==> config.mk <==
export PLATFORM = sky130hd
export DESIGN_NAME = conv_pool_unit
export DESIGN_NICKNAME = d
export VERILOG_FILES = /design/src/rtl/conv_pool_unit.sv
export SDC_FILE = /design/constraint.sdc
export NUM_CORES = 1
export LEC_CHECK = 0
export ABC_AREA = 1
export ABC_CLOCK_PERIOD_IN_PS = 8550
export CAP_MARGIN = 20
export CORE_MARGIN = 2
export CORE_UTILIZATION = 50
export CTS_BUF_LIST = sky130_fd_sc_hd__clkbuf_16
export CTS_CLUSTER_DIAMETER = 100
export DETAILED_ROUTE_END_ITERATION = 7
export GPL_TIMING_DRIVEN = 0
export PLACE_DENSITY = 0.67
export SYNTH_ARGS = -nofsm -noshare
export SYNTH_HDL_FRONTEND = slang
export SYNTH_SLANG_ARGS = --single-unit
export TNS_END_PERCENT = 20
==> constraint.sdc <==
create_clock -name clk -period 8.55 [get_ports clk]
set_input_delay 1.2825 -clock clk [delete_from_list [all_inputs] [get_ports clk]]
set_output_delay 1.2825 -clock clk [all_outputs]
set_load 0.02 [all_outputs]
==> src/rtl/conv_pool_unit.sv <==
// Post-conv stage: ReLU, shift-requantize to u8, 2x2/2 max pool, pack 4 bytes per word.
// Latency: 1 cycle from the accepting input transfer to out_valid; input stalls while output is held.
module conv_pool_unit #(
    parameter int MAX_W   = 256,
    parameter int CH_BITS = 10
) (
    input  logic               clk,
    input  logic               rst,
    input  logic               start,
    input  logic [8:0]         cfg_width,
    input  logic [8:0]         cfg_height,
    input  logic [CH_BITS-1:0] cfg_channels,
    input  logic [4:0]         cfg_shift,
    output logic               busy,
    output logic               done,
    input  logic               in_valid,
    output logic               in_ready,
    input  logic [31:0]        in_data,
    output logic               out_valid,
    input  logic               out_ready,
    output logic [31:0]        out_data,
    output logic               out_last
);

    localparam int LB_D  = MAX_W / 2;
    localparam int LB_AW = $clog2(LB_D);

    typedef enum logic [1:0] {IDLE, RUN, FLUSH, FIN} state_t;

    state_t             state_q;
    logic [8:0]         w_q, h_q, x_q, y_q;
    logic [CH_BITS-1:0] c_q, ch_q;
    logic [4:0]         shift_q;
    logic [7:0]         pair_q;
    logic [23:0]        pack_q;
    logic [1:0]         idx_q;
    logic               out_valid_q, out_last_q, done_q;
    logic [31:0]        out_data_q;

    logic [7:0]         lb [LB_D];

    logic               out_free, xfer, cfg_bad;
    logic signed [31:0] shifted;
    logic [7:0]         q, pair_max, lb_rd, pool_byte;
    logic [8:0]         w_ev, h_ev;
    logic [LB_AW-1:0]   lb_addr;
    logic               lb_we, pool_vld, word_full, final_byte, ch_end, last_ch;
    logic [1:0]         idx_d;

    assign out_free = !out_valid_q || out_ready;
    assign in_ready = (state_q == RUN) && out_free;
    assign xfer     = in_valid && in_ready;
    assign busy     = (state_q != IDLE);
    assign done     = done_q;
    assign out_valid = out_valid_q;
    assign out_data  = out_data_q;
    assign out_last  = out_last_q;

    assign cfg_bad = (cfg_width < 9'd2) || (cfg_height < 9'd2) || (cfg_channels == '0)
                  || ({23'd0, cfg_width} > 32'(MAX_W));

    assign shifted = $signed(in_data) >>> shift_q;

    always_comb begin
        q = shifted[7:0];
        if (in_data[31])
            q = 8'd0;
        else if (|shifted[31:8])
            q = 8'hFF;
    end

    assign w_ev      = {w_q[8:1], 1'b0};
    assign h_ev      = {h_q[8:1], 1'b0};
    assign lb_addr   = x_q[LB_AW:1];
    assign lb_rd     = lb[lb_addr];
    assign pair_max  = (q > pair_q) ? q : pair_q;
    assign pool_byte = (pair_max > lb_rd) ? pair_max : lb_rd;

    // An odd x always closes a valid pair; only even rows need the odd-H trim.
    assign lb_we      = xfer && x_q[0] && !y_q[0] && (y_q < h_ev);
    assign pool_vld   = xfer && x_q[0] && y_q[0];
    assign word_full  = pool_vld && (idx_q == 2'd3);
    assign final_byte = (x_q + 9'd1 == w_ev) && (y_q + 9'd1 == h_ev);
    assign ch_end     = xfer && (x_q == w_q - 9'd1) && (y_q == h_q - 9'd1);
    assign last_ch    = (ch_q == c_q - CH_BITS'(1));
    assign idx_d      = pool_vld ? idx_q + 2'd1 : idx_q;

    always_ff @(posedge clk) begin
        if (lb_we)
            lb[lb_addr] <= pair_max;
    end

    always_ff @(posedge clk or negedge rst) begin
        if (!rst) begin
            state_q     <= IDLE;
            w_q         <= '0;
            h_q         <= '0;
            c_q         <= '0;
            shift_q     <= '0;
            x_q         <= '0;
            y_q         <= '0;
            ch_q        <= '0;
            pair_q      <= '0;
            pack_q      <= '0;
            idx_q       <= '0;
            out_valid_q <= 1'b0;
            out_data_q  <= '0;
            out_last_q  <= 1'b0;
            done_q      <= 1'b0;
        end else begin
            done_q <= 1'b0;
            if (out_valid_q && out_ready)
                out_valid_q <= 1'b0;

            case (state_q)
                IDLE: begin
                    if (start) begin
                        w_q     <= cfg_width;
                        h_q     <= cfg_height;
                        c_q     <= cfg_channels;
                        shift_q <= cfg_shift;
                        x_q     <= '0;
                        y_q     <= '0;
                        ch_q    <= '0;
                        pack_q  <= '0;
                        idx_q   <= '0;
                        state_q <= cfg_bad ? FIN : RUN;
                    end
                end

                RUN: begin
                    if (xfer) begin
                        if (!x_q[0])
                            pair_q <= q;

                        if (x_q == w_q - 9'd1) begin
                            x_q <= '0;
                            y_q <= (y_q == h_q - 9'd1) ? 9'd0 : y_q + 9'd1;
                        end else begin
                            x_q <= x_q + 9'd1;
                        end

                        if (word_full) begin
                            out_data_q  <= {pool_byte, pack_q};
                            out_valid_q <= 1'b1;
                            out_last_q  <= last_ch && final_byte;
                            pack_q      <= '0;
                        end else if (pool_vld) begin
                            case (idx_q)
                                2'd0:    pack_q[7:0]   <= pool_byte;
                                2'd1:    pack_q[15:8]  <= pool_byte;
                                default: pack_q[23:16] <= pool_byte;
                            endcase
                        end
                        idx_q <= idx_d;

                        if (ch_end) begin
                            if (idx_d != 2'd0)
                                state_q <= FLUSH;
                            else if (last_ch)
                                state_q <= FIN;
                            else
                                ch_q <= ch_q + CH_BITS'(1);
                        end
                    end
                end

                FLUSH: begin
                    // Unused upper bytes are already zero: pack_q is cleared on every emit.
                    if (out_free) begin
                        out_data_q  <= {8'd0, pack_q};
                        out_valid_q <= 1'b1;
                        out_last_q  <= last_ch;
                        pack_q      <= '0;
                        idx_q       <= '0;
                        if (last_ch) begin
                            state_q <= FIN;
                        end else begin
                            ch_q    <= ch_q + CH_BITS'(1);
                            state_q <= RUN;
                        end
                    end
                end

                FIN: begin
                    if (out_free) begin
                        done_q  <= 1'b1;
                        state_q <= IDLE;
                    end
                end

                default: state_q <= IDLE;
            endcase
        end
    end

endmodule

==> summary.md <==
| Metric | Value |
|---|---|
| Status | completed |
| Initial DRT Pass Iterations | 6 |
| Hold Vio Cnt, Final | 0 |
| Row Count | 113 |
| Num CTS Buffers | 114 |
| Global-route wire length before repair | 238 mm |
| Post-layout instance area | 55000 sq um |
| R2r startpoint | shift_q[0] |
| Count leader, synth | nand2_1 |
| Via count | 35.2k |
| Top cell type's share of synthesized area | 0.640 |
| Yosys cell types | 66 |
| Clk Latency, worst-skew pair | 740 ps |
| Post-CTS Hold Buffers | 0 |
| CP Buf/Inv Count | 6 |
| R2R depth | 32 |
| CP Class | input port to flip-flop |
| Dominant cells by area after synthesis | edfxtp_1 64%, nand2_1 9.1%, dfrtp_1 6.9%, nor2_1 2.5%, nand3_1 2.3% |
| Max Cap Viol | 0 |
| Resized cells post-CTS | 0 |
| Placed insts | 5414 |
| Req. time, crit path | 9190 ps |
| Min cycle time layout | 7840 ps |
| Die Y | 314 um |
| Net count, final | 4375 |
| Fin util | 0.578 |
| Detail Placement HPWL | 110 mm |
| Vias/cell | 6.24 |
| Synthesized cell area | 48100 sq um |
| WL/cell | 30.7 um |
| H-Tree Depth | 3 |
| Startpoint types | input port |
| Initial antenna violation count | 9 |
| Yosys warns | 0 |
| Largest net degree at the start of global routing | 104 |
| Die width | 314 um |
| Post-CTS Repair Setup Buffers | 0 |
| Gr ovfl total | 0 |
| Post-Route WL | 173 mm |
| Rel. slew slack | 0.0545 |
| Setup-failing EPs final | 0 |
| HP Start | out_data[22] |
| Peak supply drop | 390 uV |
| Syn Nets | 4133 |
| RSZ-0062 raised after global routing | no |
| CP Depth | 33 |
| DRT antenna net count | 0 |
| #FFs+latches synth | 1156 |
| I/O Buffers | 106 |
| Worst Path Arrival | 8480 ps |
| Synth cell count leaders | 1161 x nand2_1, 1024 x edfxtp_1, 321 x nor2_1, 221 x nand3_1, 165 x inv_1 |
| Post-Syn Instances | 4026 |
| Gr usage total | 0.348 |
| Io pins | 107 |
| Core ar. | 95200 sq um |
| Origin of the worst setup path | in_data[31] |
| Fin crit share | 0.917 |
| Number of global-route vias before repair | 32.6k |
| TritonCTS Sinks | 1156 |
| Hold path cells | 2 |
| Yosys top cell by area | edfxtp_1 |
| Final Max Slew Viols | 0 |
| Starting Density | 0.505 |
| DRC Markers | 0 |
| Sequential-to-total area share from yosys stat | 0.708 |
| CP endpoint kind | flip-flop |
| Number of synthesized flops with an enable pin | 1024 |
| CP top delay family | simple AND/OR/NAND/NOR gates |
| Layout Cells excl Fill | 5640 |
| Worst path slowest cell | a32oi_1 |
| Share of cells above drive strength 1 | 0.0942 |
| Crit-path max cell delay | 810 ps |
| Least-Margin Pin Slew | 1420 ps |
| HP Class | flip-flop to flip-flop |
| Reg clk slew, reported paths | 50 ps |
| Synth Flop Type | edfxtp_1 |
| Cell Area, Placed | 51200 sq um |
| Die outline area | 98600 sq um |
| Fraction of registers with async set or reset after synthesis | 0.114 |
| Leakage | 20.1 nW |
| Setup Skew | 47.1 ps |
| 1st-iter DRT viols | 6265 |
| Pwr Density | 331 nW/um^2 |
| Syn-to-layout area delta | 14.5% |
| Fmax | 128 MHz |
| Max clock buf depth | 3 |
| Clock root buffer | clkbuf_16 |
| Crit-path most repeated cell | nand2_1 |
| TritonCTS clock tree | yes |
| Final Wtd Congestion | 0.969 |
| Avg Cell Area, Syn | 11.9 sq um |
| Crit Path Max Fanout | 65 |
[sequential cells by signal, summed over array words and instances (netlist names), 5 cells and up]
name      flops
lb         1024
out_data     32
pack_q       24
c_q          10
ch_q         10
h_q           9
w_q           9
x_q           9
y_q           9
pair_q        8
shift_q       5
[per-layer routing]
metal | wire (um) | vias up | part of all wire | track usage
met5 | 31 | - | 0.00018 | 0
met4 | 13000 | 6 | 0.075 | 0.227
met3 | 25900 | 592 | 0.15 | 0.113
met2 | 73800 | 2763 | 0.43 | 0.504
met1 | 60100 | 17000 | 0.35 | 0.450
li1 | - | 14800 | - | -
[cell families (layout without fill, tap and decap cells)]
logic type | Yosys count | count (layout) | share of synthesized area
adder cells (fa/ha/maj) | 37 | 37 | 0.00963
buffers and inverters | 358 | 697 | 0.0335
XOR/XNOR | 62 | 62 | 0.0113
other | 0 | 10 | 0
AO/OA/AOI/OAI | 459 | 459 | 0.0639
flip-flops | 1156 | 1156 | 0.708
multiplexers | 5 | 5 | 0.00115
AND/OR/NAND/NOR | 1949 | 1949 | 0.172
[layout make-up]
cell class              instances  area, sq um
fillers                      7736        40100
flip-flops and latches       1156        34100
multi-input cells            2512        12500
clock buffers                 116         2900
well taps                    1265         1580
repair buffers                126         1490
plain buffers                 171          910
clock inverters                97          890
inverters                     187          704
diodes                         10         25.0
[tightest hold or removal path, cell delays in order, from the launching register on]
cell and delay [ps]:
dfrtp_1 340, nand2_1 50, nand2_1 40
[final timing paths]
check                          endpoint  slack, ps
min reg2reg                out_data[22]        470
min in group asynchronous     pair_q[4]        500
max                          pack_q[18]        710
max in group asynchronous    pack_q[11]       7220
max reg2reg                  pack_q[18]       1290
min                        out_data[22]        470
[report_power, final]
| part | leakage (nW) | switching (mW) | internal [mW] |
|---|---|---|---|
| Clock | 1.91 | 2.23 | 2.91 |
| Combinational | 7.23 | 4.18 | 1.33 |
| Sequential | 11.0 | 0.188 | 7.38 |
[per-stage QoR]
stage	total power, mW	worst slack (ps)	hold WS (ps)	TNS, ps
2_1_floorplan	10.7	1650	449	0
3_3_place_gp	13.1	-2630	457	-295650
3_5_place_dp	13.0	225	460	0
4_1_cts	18.0	902	474	0
5_1_grt	18.7	188	491	0
6_report	18.2	711	467	0
[layout by cell type, fill, tap and decap left out, drive strengths merged, types with 6 or more instances in the layout]
master,Yosys,routed
bufinv,0,15
a221oi,15,15
or2,23,23
nand3,225,225
nor3,21,21
o31ai,12,12
clkinvlp,0,8
o21ai,126,126
a21oi,67,67
clkdlybuf4s50,0,105
xnor2,12,12
clkinv,2,58
nand3b,9,9
a22oi,83,83
o211ai,13,13
inv,185,203
edfxtp,1024,1024
nor2,332,332
clkbuf,43,159
o22ai,52,52
nand4,147,147
diode,0,10
nand2,1170,1170
nor4,12,12
a31oi,10,10
o2111ai,19,19
a211oi,6,6
buf,128,149
a22o,37,37
dfrtp,132,132
xor2,50,50
ha,37,37
No activity file was read; power rests on OpenSTA's default activity.
